<file path="src/rtl/multi_cycle_controller.sv">
// ---------------------------------------------------------------------------
// multi_cycle_controller
//
// Control unit for a multi-cycle processor. It sequences each instruction
// through FETCH -> DECODE -> EXEC -> (MEM) -> (WB) and drives the datapath
// enables and selects from the current state and the opcode. It also keeps
// a 16-bit count of retired instructions.
//
// Parameters
//   OPW         opcode width (instruction bits [17:14])
//
// Ports
//   Clock       sole clock, rising edge
//   Clear       synchronous active-high reset
//   Opcode      opcode field of the instruction register
//   Zero        comparator equal flag (A == B)
//   Negative    comparator less-than flag (A < B, signed)
//   MemReady    memory completion handshake (looked at in FETCH and MEM only)
//   PCWrite, IRWrite, MemRead, MemWrite, RegWrite, ALUSrcB, MemToReg
//               datapath enables and selects
//   ALUControl  00 ADD, 01 AND, 10 NAND, 11 NOR
//   PCSource    00 PC+1, 01 branch target, 10 jump target
//   IllegalOp   one-cycle pulse in DECODE for an undefined opcode
//   Halted      high while parked in HALT
//   State       current FSM state code
//   Retired     count of completed instructions (wraps)
// ---------------------------------------------------------------------------
module multi_cycle_controller #(
  parameter int OPW = 4
) (
  input  logic           Clock,
  input  logic           Clear,
  input  logic [OPW-1:0] Opcode,
  input  logic           Zero,
  input  logic           Negative,
  input  logic           MemReady,
  output logic           PCWrite,
  output logic           IRWrite,
  output logic           MemRead,
  output logic           MemWrite,
  output logic           RegWrite,
  output logic           ALUSrcB,
  output logic           MemToReg,
  output logic [1:0]     ALUControl,
  output logic [1:0]     PCSource,
  output logic           IllegalOp,
  output logic           Halted,
  output logic [2:0]     State,
  output logic [15:0]    Retired
);

  typedef enum logic [2:0] {
    S_FETCH  = 3'd0,
    S_DECODE = 3'd1,
    S_EXEC   = 3'd2,
    S_MEM    = 3'd3,
    S_WB     = 3'd4,
    S_HALT   = 3'd5
  } state_t;

  localparam logic [OPW-1:0] OP_AND  = OPW'(4'b0000);
  localparam logic [OPW-1:0] OP_ADD  = OPW'(4'b0001);
  localparam logic [OPW-1:0] OP_NAND = OPW'(4'b0010);
  localparam logic [OPW-1:0] OP_NOR  = OPW'(4'b0011);
  localparam logic [OPW-1:0] OP_ANDI = OPW'(4'b0100);
  localparam logic [OPW-1:0] OP_ADDI = OPW'(4'b0101);
  localparam logic [OPW-1:0] OP_LD   = OPW'(4'b0110);
  localparam logic [OPW-1:0] OP_ST   = OPW'(4'b0111);
  localparam logic [OPW-1:0] OP_JUMP = OPW'(4'b1000);
  localparam logic [OPW-1:0] OP_BEQ  = OPW'(4'b1001);
  localparam logic [OPW-1:0] OP_BLT  = OPW'(4'b1010);
  localparam logic [OPW-1:0] OP_HALT = OPW'(4'b1111);

  localparam logic [1:0] ALU_ADD  = 2'b00;
  localparam logic [1:0] ALU_AND  = 2'b01;
  localparam logic [1:0] ALU_NAND = 2'b10;
  localparam logic [1:0] ALU_NOR  = 2'b11;

  localparam logic [1:0] PC_INC    = 2'b00;
  localparam logic [1:0] PC_BRANCH = 2'b01;
  localparam logic [1:0] PC_JUMP   = 2'b10;

  state_t state;
  state_t next_state;
  logic   retire;

  // Opcode classification
  logic       is_reg, is_imm, is_ld, is_st, is_jump, is_beq, is_blt, is_halt;
  logic       is_legal;
  logic [1:0] alu_op;

  always_comb begin
    is_reg  = (Opcode == OP_AND) || (Opcode == OP_ADD) ||
              (Opcode == OP_NAND) || (Opcode == OP_NOR);
    is_imm  = (Opcode == OP_ANDI) || (Opcode == OP_ADDI);
    is_ld   = (Opcode == OP_LD);
    is_st   = (Opcode == OP_ST);
    is_jump = (Opcode == OP_JUMP);
    is_beq  = (Opcode == OP_BEQ);
    is_blt  = (Opcode == OP_BLT);
    is_halt = (Opcode == OP_HALT);
    is_legal = is_reg || is_imm || is_ld || is_st || is_jump ||
               is_beq || is_blt || is_halt;

    alu_op = ALU_ADD;
    if ((Opcode == OP_AND) || (Opcode == OP_ANDI)) begin
      alu_op = ALU_AND;
    end else if (Opcode == OP_NAND) begin
      alu_op = ALU_NAND;
    end else if (Opcode == OP_NOR) begin
      alu_op = ALU_NOR;
    end
  end

  // State register and retired-instruction counter
  always_ff @(posedge Clock) begin
    if (Clear) begin
      state   <= S_FETCH;
      Retired <= 16'd0;
    end else begin
      state <= next_state;
      if (retire) begin
        Retired <= Retired + 16'd1;
      end
    end
  end

  // Next state and control outputs
  always_comb begin
    next_state = state;
    retire     = 1'b0;
    PCWrite    = 1'b0;
    IRWrite    = 1'b0;
    MemRead    = 1'b0;
    MemWrite   = 1'b0;
    RegWrite   = 1'b0;
    ALUSrcB    = 1'b0;
    MemToReg   = 1'b0;
    ALUControl = ALU_ADD;
    PCSource   = PC_INC;
    IllegalOp  = 1'b0;

    case (state)
      S_FETCH: begin
        MemRead = 1'b1;
        if (MemReady) begin
          IRWrite    = 1'b1;
          PCWrite    = 1'b1;
          PCSource   = PC_INC;
          next_state = S_DECODE;
        end
      end

      S_DECODE: begin
        if (is_halt) begin
          next_state = S_HALT;
        end else if (!is_legal) begin
          IllegalOp  = 1'b1;
          next_state = S_FETCH;
        end else if (is_jump) begin
          // A jump completes here, so it is the one DECODE exit that retires
          PCWrite    = 1'b1;
          PCSource   = PC_JUMP;
          next_state = S_FETCH;
          retire     = 1'b1;
        end else begin
          next_state = S_EXEC;
        end
      end

      S_EXEC: begin
        if (is_reg) begin
          ALUControl = alu_op;
          next_state = S_WB;
        end else if (is_imm) begin
          ALUControl = alu_op;
          ALUSrcB    = 1'b1;
          next_state = S_WB;
        end else if (is_ld || is_st) begin
          ALUControl = ALU_ADD;
          ALUSrcB    = 1'b1;
          next_state = S_MEM;
        end else if (is_beq || is_blt) begin
          if ((is_beq && Zero) || (is_blt && Negative)) begin
            PCWrite  = 1'b1;
            PCSource = PC_BRANCH;
          end
          next_state = S_FETCH;
          retire     = 1'b1;
        end else begin
          // Opcode changed under us: drop the instruction uncounted
          next_state = S_FETCH;
        end
      end

      S_MEM: begin
        if (is_ld) begin
          MemRead = 1'b1;
          if (MemReady) begin
            next_state = S_WB;
          end
        end else if (is_st) begin
          MemWrite = 1'b1;
          if (MemReady) begin
            next_state = S_FETCH;
            retire     = 1'b1;
          end
        end else begin
          next_state = S_FETCH;
        end
      end

      S_WB: begin
        RegWrite   = 1'b1;
        MemToReg   = is_ld;
        next_state = S_FETCH;
        retire     = 1'b1;
      end

      S_HALT: begin
        next_state = S_HALT;
      end

      default: begin
        next_state = S_FETCH;
      end
    endcase

    // Clear wins over everything: no datapath side effects, no counting
    if (Clear) begin
      retire     = 1'b0;
      PCWrite    = 1'b0;
      IRWrite    = 1'b0;
      MemRead    = 1'b0;
      MemWrite   = 1'b0;
      RegWrite   = 1'b0;
      ALUSrcB    = 1'b0;
      MemToReg   = 1'b0;
      ALUControl = ALU_ADD;
      PCSource   = PC_INC;
      IllegalOp  = 1'b0;
      next_state = S_FETCH;
    end
  end

  assign Halted = (state == S_HALT);
  assign State  = state;

endmodule

</file>
<file path="config.mk">
export PLATFORM = sky130hd
export DESIGN_NAME = multi_cycle_controller
export DESIGN_NICKNAME = d
export VERILOG_FILES = /design/src/rtl/multi_cycle_controller.sv
export SDC_FILE = /design/constraint.sdc
export NUM_CORES = 1
export LEC_CHECK = 0
export ABC_AREA = 1
export BUFFER_PORTS_ARGS = -buffer_cell sky130_fd_sc_hd__buf_2
export CORE_UTILIZATION = 45
export CTS_BUF_LIST = sky130_fd_sc_hd__clkbuf_4
export CTS_CLUSTER_DIAMETER = 30
export CTS_CLUSTER_SIZE = 30
export DETAILED_ROUTE_END_ITERATION = 10
export GPL_ROUTABILITY_DRIVEN = 0
export GPL_TIMING_DRIVEN = 0
export PLACE_DENSITY = 0.72
export RECOVER_POWER = 50
export SLEW_MARGIN = 20
export SYNTH_ARGS = -nofsm -noshare
export SYNTH_HDL_FRONTEND = slang
export SYNTH_SLANG_ARGS = --single-unit
</file>
<file path="constraint.sdc">
create_clock -name Clock -period 2.1 [get_ports Clock]
set_input_delay 0.21 -clock Clock [delete_from_list [all_inputs] [get_ports Clock]]
set_output_delay 0.21 -clock Clock [all_outputs]
set_load 0.02 [all_outputs]
</file>
Word level (Yosys, flattened, before mapping)
Cells that the tools add are included.

operators by class
  add/sub/neg operators = 1
  equality and inequality tests = 19
  multiplexer cells = 70
  reduce and logical (&&, ||, !) cells = 20

operators with widths
  kind                                                                    number
  1-bit 2-to-1 mux                                                        43
  2-bit 2-to-1 mux                                                        14
  3-bit 2-to-1 mux                                                        8
  16-bit by 1-bit adder with 16-bit output (second input constant)        1
  4-bit by 3-bit equality test with 1-bit output (second input constant)  4
  4-bit equality test (second input constant)                             4
  1-bit logical OR                                                        15
  3-bit one-hot mux with 5 select lines                                   1
  4-bit by 2-bit equality test with 1-bit output (second input constant)  2
  3-bit by 2-bit equality test with 1-bit output (second input constant)  2
  3-bit equality test (second input constant)                             2
  3-bit != test (second input constant)                                   2
  4-bit by 1-bit equality test with 1-bit output (second input constant)  1
  4-bit logical NOT                                                       1
  1-bit one-hot mux with 4 select lines                                   1
  2-bit one-hot mux with 2 select lines                                   1
  3-bit by 1-bit equality test with 1-bit output (second input constant)  1
  3-bit logical NOT                                                       1
  1-bit one-hot mux with 3 select lines                                   1
  3-bit AND reduction                                                     1
  1-bit logical AND                                                       2
  2-bit != test (second input constant)                                   1
  1-bit one-hot mux with 2 select lines                                   1

word-level totals
  bits in registers = 19
  input port bits = 9

Longest topological paths before layout
  word-level depth = 15
  depth in mapped cells = 11
  gate-level depth less buffers = 10

Least setup slack after synthesis
No wires, ideal clock.

  kind = register to output
  start = register state[2] (netlist: State[2])
  end = output port ALUControl[1]
  arrival time = 1.355 ns
  required time = 1.890 ns
  path slack = 0.535 ns
  cell stages (with the launch flop) = 6
  path through = dfxtp_1 -> inv_2 -> nand2_1 -> nor2_1 -> nand3_1 -> nor3_1

on the way
  cells in the longest elaborated chain, start to end = 3

ends and longest elaborated chain
  item                                            RTL line  text
  start: declaration                              83        state_t state;
  start signal: assignment                        121       state <= next_state;
  3-bit by 2-bit equality test with 1-bit output  143       case (state)
  2-bit 2-to-1 mux                                143
  2-bit 2-to-1 mux                                230       if (Clear) begin
  end: declaration                                44        output logic [1:0] ALUControl,

No other way between the ends.

Worst setup path in the final report
Ends and elaborated chain as after synthesis.

==> impl_metrics.tcl <==
set metrics [dict create \
    status "complete, no violations" \
    fp.dieH_um 54.5 \
    rr_worst_depth 10 \
    max_slew_margin 0.691 \
    clock_sinks 19 \
    cts_hold_buf 0 \
    grt_max_degree 12 \
    setup_viol 0 \
    drt-vias-per-instance 5.13 \
    path_class "flop to primary output" \
    drv_cap 0 \
    syn_avg_cell_area_um2 5.88 \
    end_kind "primary output" \
    grt_pass1_wl_mm 4.66 \
    rsz0062_at_grt "false" \
    yosysWarnings 0 \
    wire_per_inst_um 10.4 \
    use_met3 0.0500 \
    critical_path_arrival_ps 1610 \
    path_clk_slew_ps 110 \
    grt_pass1_vias 1117 \
    cp-endpoint "ALUControl[1]" \
    fin_crit_ps 1820 \
    finalCoreUtilization 0.581 \
    clock-root-buffer "clkbuf_4" \
    cp-start-kind "flop" \
    htreeDepth 1 \
    cellPowerDensity_nw_per_um2 500 \
    hold_viol 0 \
    drc 0 \
    p_leak_nw 0.638 \
    synth.yosys.seq_area_share 0.307 \
    numCtsBuffers 3 \
    dr.first_iter.drc_count 51 \
    ys_ff_latch 19 \
    ios 41 \
    crit_fanout 7 \
    syn_area_um2 1240 \
    cts_setup_buffers 0 \
    io_buffers 40 \
    min_path_type "input pin to flop" \
    syn2layout_area_growth_pct 19.2 \
    hold_depth 2 \
    synthCells 211 \
    antenna_cells 0 \
    grt_usage 0.217 \
    place_hpwl_mm 2.33 \
    reg2reg_slack_ps 550 \
    ir_drop_mv 0.514 \
    fmax_ghz 0.549 \
    nNetsFinal 266 \
    cp.required_ps 1890 \
    drt-pass1-iter-count 4 \
    routed_wirelength_mm 2.97 \
    clock_skew_ps 3.08 \
    ys_types 21 \
    synth_largest_area_cell "dfxtp_1" \
    grt.busiest_layer "met2" \
    layout-drive-gt1-share 0.114 \
    min_period_over_period 0.867 \
    met1_usage 0.295 \
    ant_nets 0 \
    antenna_found_initial 0 \
    route.vias.total 1461 \
    clk_latency_ps 300 \
    syn-num-nets 221 \
    worstMarginPinSlew_ps 463 \
    crit_path_start "State[2]$_SDFFE_PP0P_" \
    maxSlewViolCount 0 \
    clockBufferDepth 2 \
    grt_util_met2 0.337 \
    dieArea_um2 2970 \
    cts_tree "yes" \
    r2r_start "Retired[0]$_SDFFE_PP0P_" \
    cts_resized 0 \
    r2r_end "Retired[12]$_SDFFE_PP0P_" \
    core_um2 2540 \
    grt_overflow 0 \
    initial_core_util 0.487 \
    synth_area_leaders "dfxtp_1 (31%), nand2_1 (17%), nor2_1 (14%)" \
    die_w_um 54.5 \
    rows 18 \
    setup_tns_ps 0 \
    synth_top_cell_area_share 0.307 \
]
==> worst max-delay path, stage by stage (launching register included) <==
cell     delay [ps]
dfxtp_1         340
inv_2           100
nand2_1          80
nor2_1          290
nand3_1         170
nor3_1          150
buf_2           190
==> placed cells by master, fill, tap and decap left out, types with 2 or more instances in the layout <==
master / count
nor2_1: 46
buf_2: 18
nor3_1: 7
nand4_1: 5
o21ai_0: 5
nand3_1: 21
a21oi_1: 15
nand2_1: 56
clkbuf_4: 3
inv_2: 2
nor3b_1: 3
clkbuf_1: 24
a31oi_1: 2
inv_1: 20
dfxtp_1: 19
==> cells in the mapped netlist <==
master,n
o21ai_0,5
a21oi_1,15
nor2_4,1
nand3_2,1
clkinv_1,1
buf_8,1
nor2_1,46
buf_6,1
nand3_1,21
inv_2,2
inv_1,20
xnor2_1,1
nand2_1,56
ha_1,1
nor3_1,7
nor3b_1,3
nand4_1,5
buf_4,1
dfxtp_1,19
clkbuf_1,2
a31oi_1,2
==> power by group <==
part	leakage (nW)	switching (mW)	internal, mW
registers	0.153	0.00876	0.368
logic	0.467	0.116	0.0542
clock network	0.0177	0.120	0.0711
==> final cells by class <==
cell class,instances,area [um2]
plain buffers,5,41.3
clock buffers,3,22.5
clock inverters,1,5.00
fillers,298,1070
inverters,23,86.3
multi-input cells,164,732
flip-flops and latches,19,380
well taps,30,37.5
repair buffers,40,173
==> per-stage QoR <==
stage	cells	instance area, um2	setup slack [ps]	hold slack (ps)	total power, mW
6_report	285	1480	278	136	0.738
5_1_grt	285	1480	160	138	0.774
4_1_cts	285	1510	276	122	0.747
3_5_place_dp	281	1480	591	463	0.556
3_3_place_gp	281	1480	587	459	0.556
2_1_floorplan	211	1240	535	279	0.504
==> metal layers <==
metal  up-vias  wire (um)
li1        772          -
met5         -          0
met2        42       1280
met4         0         21
met1       645       1510
met3         2        163
==> flip-flops by register name, indices dropped and copies added, names as in the netlist <==
signal / flops
Retired: 16
State: 3
==> how the worst min path moves through the flow <==
stage / startpoint / to / slack [ps]
6_report: Clear / Retired[15]$_SDFFE_PP0P_ / 140
3_5_place_dp: Clear / Retired[15]$_SDFFE_PP0P_ / 460
5_1_grt: Clear / Retired[15]$_SDFFE_PP0P_ / 140
2_1_floorplan: Clear / Retired[15]$_SDFFE_PP0P_ / 280
4_1_cts: Clear / Retired[15]$_SDFFE_PP0P_ / 120
3_3_place_gp: Clear / Retired[15]$_SDFFE_PP0P_ / 460
==> kinds of logic after synthesis <==
group	after synthesis	share of synthesized area
flops	19	0.307
buf+inv	28	0.103
simple gates	140	0.482
compound gates	22	0.0908
fa+ha+maj	1	0.0101
xor+xnor	1	0.00706
No activity file was read; power rests on OpenSTA's default activity.
